**src/rtl/vram_arbiter.sv**
```systemverilog
// rtl/vram_arbiter.sv - frame-buffer arbiter: scan-out reads with priority, writer in free cycles, double-buffered pages
module vram_arbiter #(
    parameter int FB_W        = 320,
    parameter int FB_H        = 240,
    parameter int SCALE_SHIFT = 1,
    parameter int OFS_W       = 17,
    parameter int DATA_W      = 12
) (
    input  logic              clk,
    input  logic              reset,
    input  logic [9:0]        pixel_x,
    input  logic [9:0]        pixel_y,
    input  logic              p_tick,
    input  logic              video_on,
    input  logic              vsync,
    input  logic              wr_req,
    input  logic [OFS_W-1:0]  wr_addr,
    input  logic [DATA_W-1:0] wr_data,
    output logic              wr_ack,
    input  logic              swap_req,
    output logic              swap_done,
    output logic              front_page,
    output logic              ram_en,
    output logic              ram_we,
    output logic [OFS_W:0]    ram_addr,
    output logic [DATA_W-1:0] ram_din,
    input  logic [DATA_W-1:0] ram_dout,
    output logic [DATA_W-1:0] pix_data
);

    localparam logic [0:0] IDLE    = 1'b0;
    localparam logic [0:0] PENDING = 1'b1;

    if (FB_W * FB_H > (1 << OFS_W)) begin : g_cfg_check
        $error("vram_arbiter: FB_W*FB_H does not fit in one page");
    end

    logic              en_q, en_d;
    logic              we_q, we_d;
    logic [OFS_W:0]    addr_q, addr_d;
    logic [DATA_W-1:0] din_q, din_d;
    logic [DATA_W-1:0] pix_q, pix_d;
    logic              rd1_q, rd2_q, blk1_q, blk2_q;
    logic              front_q, front_d;
    logic              done_q, done_d;
    logic [0:0]        state_q, state_d;
    logic              vsync_q;

    logic              disp_slot;
    logic              blank_slot;
    logic              frame_edge;
    logic [OFS_W-1:0]  disp_off;

    assign disp_slot  = p_tick & video_on;
    assign blank_slot = p_tick & ~video_on;
    assign frame_edge = vsync & ~vsync_q;
    assign disp_off   = OFS_W'(32'(pixel_y >> SCALE_SHIFT) * 32'(FB_W)
                               + 32'(pixel_x >> SCALE_SHIFT));

    always_comb begin
        wr_ack = ~reset & ~disp_slot & wr_req;
        en_d   = 1'b0;
        we_d   = 1'b0;
        addr_d = addr_q;
        din_d  = din_q;
        if (disp_slot) begin
            en_d   = 1'b1;
            addr_d = {front_q, disp_off};
        end else if (wr_req) begin
            en_d   = 1'b1;
            we_d   = 1'b1;
            addr_d = {~front_q, wr_addr};
            din_d  = wr_data;
        end

        // RAM data arrives two cycles after the slot; blank slots zero the pixel at the same point
        pix_d = pix_q;
        if (rd2_q) begin
            pix_d = ram_dout;
        end else if (blk2_q) begin
            pix_d = '0;
        end

        state_d = state_q;
        front_d = front_q;
        done_d  = 1'b0;
        if (frame_edge && (state_q == PENDING || swap_req)) begin
            front_d = ~front_q;
            done_d  = 1'b1;
            state_d = IDLE;
        end else if (swap_req) begin
            state_d = PENDING;
        end
    end

    always_ff @(posedge clk) begin
        if (reset) begin
            en_q    <= 1'b0;
            we_q    <= 1'b0;
            addr_q  <= '0;
            din_q   <= '0;
            pix_q   <= '0;
            rd1_q   <= 1'b0;
            rd2_q   <= 1'b0;
            blk1_q  <= 1'b0;
            blk2_q  <= 1'b0;
            front_q <= 1'b0;
            done_q  <= 1'b0;
            state_q <= IDLE;
            vsync_q <= 1'b0;
        end else begin
            en_q    <= en_d;
            we_q    <= we_d;
            addr_q  <= addr_d;
            din_q   <= din_d;
            pix_q   <= pix_d;
            rd1_q   <= disp_slot;
            rd2_q   <= rd1_q;
            blk1_q  <= blank_slot;
            blk2_q  <= blk1_q;
            front_q <= front_d;
            done_q  <= done_d;
            state_q <= state_d;
            vsync_q <= vsync;
        end
    end

    assign ram_en     = en_q;
    assign ram_we     = we_q;
    assign ram_addr   = addr_q;
    assign ram_din    = din_q;
    assign pix_data   = pix_q;
    assign front_page = front_q;
    assign swap_done  = done_q;

endmodule

```
**config.mk**
```make
export PLATFORM = sky130hd
export DESIGN_NAME = vram_arbiter
export DESIGN_NICKNAME = d
export VERILOG_FILES = /design/src/rtl/vram_arbiter.sv
export SDC_FILE = /design/constraint.sdc
export NUM_CORES = 1
export LEC_CHECK = 0
export CAP_MARGIN = 20
export CORE_MARGIN = 1.5
export CORE_UTILIZATION = 45
export CTS_BUF_LIST = sky130_fd_sc_hd__clkbuf_8
export CTS_CLUSTER_SIZE = 20
export DETAILED_ROUTE_END_ITERATION = 16
export PLACE_DENSITY = 0.85
export SYNTH_ARGS = -nofsm -noshare
export SYNTH_HDL_FRONTEND = slang
export SYNTH_SLANG_ARGS = --single-unit
```
**constraint.sdc**
```tcl
create_clock -name clk -period 5.8 [get_ports clk]
set_input_delay 0.87 -clock clk [delete_from_list [all_inputs] [get_ports clk]]
set_output_delay 0.87 -clock clk [all_outputs]
set_load 0.02 [all_outputs]
```
==> flow_summary.ini <==
[clock_tree]
cts-root-buf = clkbuf_8
cts_tree = yes
clock_latency_ns = 0.30
cts_resized = 0
cts.path.max_buffers = 2
clkTransAtPathRegs_ns = 0.10
cts.sinks = 52
post_cts_buffers = 0
htree_num_levels = 2
cts_made_buffers = 5
hold_buffers = 0

[routing]
via_per_inst = 5.15
wl_um = 6420
wire_per_inst_um = 13.7
post-route-drc-count = 0
firstDrtPassIters = 4
route.vias.total = 2410
drt.antenna.violating_nets = 0
drtIter0Drc = 74

[synthesis]
syn_nets = 379
synth_edf_count = 0
synth-main-ff-cell = dfxtp_1
synthTopCellsByArea = dfxtp_1, ha_1, a21oi_1
async_flop_share = 0
synth.cell_area_um2 = 2600
synth_seq_area_share = 0.401
yosysUniqueCellTypes = 42
synth_top_area_frac = 0.401
yosys_warnings = 0
synth-seq-cells = 52
yosysTopAreaCell = dfxtp_1
syn_avg_cell_area_um2 = 8.89
syn_inst = 292

[global_route]
antenna_found_initial = 0
grt-ovfl-total = 0
grtUsageTotal = 0.208
grt_max_degree = 54
grt_first_pass_wirelength_um = 10300
grt_pass1_vias = 2254

[sta]
fin_crit_sh = 0.639
finalSetupTns_ns = 0
max_freq_mhz = 270
slew-limit-headroom = 0.372
finClkSkew_ns = 0.00606
rsz0062_at_grt = false
setup_viol = 0
setup_slack_ns = 2.09
period_needed_ns = 3.71
hold_violations = 0
worstMarginPinSlew_ns = 0.943
slew_viol_final = 0

[placement]
gp_congestion = 0.811
place_ws_ns = 1.88
io_buffers = 112
dp_hpwl_um = 4820

[cells_and_area]
diodes = 0
utilization = 0.694
drive_gt1_frac = 0.0480
syn2layout_area_growth_pct = 48.1
nNetsFinal = 482

[floorplanning]
dieArea_um2 = 6230
io_pins = 115
initial_core_util = 0.469
std_cell_rows = 27
core_area_um2 = 5540
die_w_um = 79.0
chipHeight_um = 79.0

[setup_path]
required_ns = 4.93
worstPathArrival_ns = 2.84
worstPathMaxFanout = 25
cp_common_cell = clkdlybuf4s50_1
crit_slowest_cell = clkdlybuf4s50_1
max_stage_delay_ns = 0.62
critPathCaptureType = primary output
critPathLaunchType = input pin
path_class = input pin to primary output
cp_cell_sequence = clkdlybuf4s50_1 > buf_4 > nand2_1 > nor2_1 > clkdlybuf4s50_1

[worst_hold_path]
hp-class = flip-flop to flip-flop

[status]
status = complete, no violations

[power_and_ir_drop]
leakagePower_nw = 1.51
vdd_ir_drop_max_v = 0.000124
power_density_nw_per_um2 = 221

[flow_run]
drv_cap = 0
cell usage in the layout (no fill, tap or decap), types with 6 or more instances in the layout:
cell type / count
dfxtp_1: 52
nor2b_1: 6
a21oi_1: 31
xnor2_1: 6
ha_1: 17
mux2i_1: 14
clkdlybuf4s50_1: 111
a211oi_1: 18
nor3b_1: 15
nor2_1: 36
nand2_1: 31
synthesized netlist by cell type, types with 4 or more instances:
cell type,n
a211oi_1,18
a21oi_1,31
clkbuf_1,16
dfxtp_1,52
ha_1,17
inv_1,4
mux2i_1,14
nand2_1,31
nand2b_1,5
nor2_1,36
nor2b_1,6
nor3b_1,15
o21a_1,4
xnor2_1,6
final timing paths:
| kind | slack, ns | depth (start not counted) | end | start |
|---|---|---|---|---|
| worst min register to register | 0.44 | 1 | blk2_q$_SDFF_PP0_ | blk1_q$_SDFF_PP0_ |
| worst min-delay path | 0.44 | 1 | blk2_q$_SDFF_PP0_ | blk1_q$_SDFF_PP0_ |
| worst max-delay path | 2.09 | 5 | wr_ack | wr_req |
| worst max register to register | 4.51 | 3 | pix_data[1]$_SDFFE_PP0P_ | rd2_q$_SDFF_PP0_ |
report_power, final:
group | internal [W] | switching (W) | total, W
clock | 0.0000887 | 0.000125 | 0.000213
combinational | 0.000130 | 0.000118 | 0.000248
sequential | 0.000378 | 0.0000116 | 0.000389
total | 0.000597 | 0.000254 | 0.000851
kinds of logic after synthesis:
kind of cell | count (synthesis) | share of synthesized area
simple gates | 108 | 0.210
xor+xnor | 8 | 0.0328
compound gates | 69 | 0.173
mux | 14 | 0.0540
fa+ha+maj | 19 | 0.0973
flops | 52 | 0.401
buf+inv | 22 | 0.0323
final cells by class:
| class | instances | area (um^2) |
|---|---|---|
| Tap cell | 72 | 90.1 |
| Clock inverter | 3 | 27.5 |
| Clock buffer | 5 | 68.8 |
| Multi-Input combinational cell | 218 | 1470 |
| Timing Repair Buffer | 114 | 1130 |
| Sequential cell | 52 | 1040 |
| Fill cell | 461 | 1700 |
| Inverter | 4 | 15.0 |
flip-flops by register name, indices dropped and copies added (netlist names):
register,cells
ram_addr,18
pix_data,12
ram_din,12
blk1_q,1
blk2_q,1
front_page,1
ram_en,1
ram_we,1
rd1_q,1
rd2_q,1
state_q,1
swap_done,1
vsync_q,1
stage by stage:
step                      cells  total power [W]  hold WS, ns  cell area, um^2
after floorplan             292         0.000537        0.414             2600
after global placement      460         0.000639        0.417             3750
after detailed placement    460         0.000645        0.424             3750
after CTS                   468         0.000861        0.441             3840
after global routing        468         0.000902        0.454             3840
final                       468         0.000851        0.439             3840
metal layers:
layer  wire (um)  global-route usage  vias to the layer above
met5           0                   0                        -
met4         155              0.0719                        0
met3         532              0.0690                       13
met2        2910               0.342                       86
met1        2820               0.254                     1085
li1            -                   -                     1226
worst max-delay path: cells and delay by family:
family                 cells  cell delay (ns)
buffers and inverters      3             1.41
and+or+nand+nor            2             0.55
(Power assumes the default switching activity.)
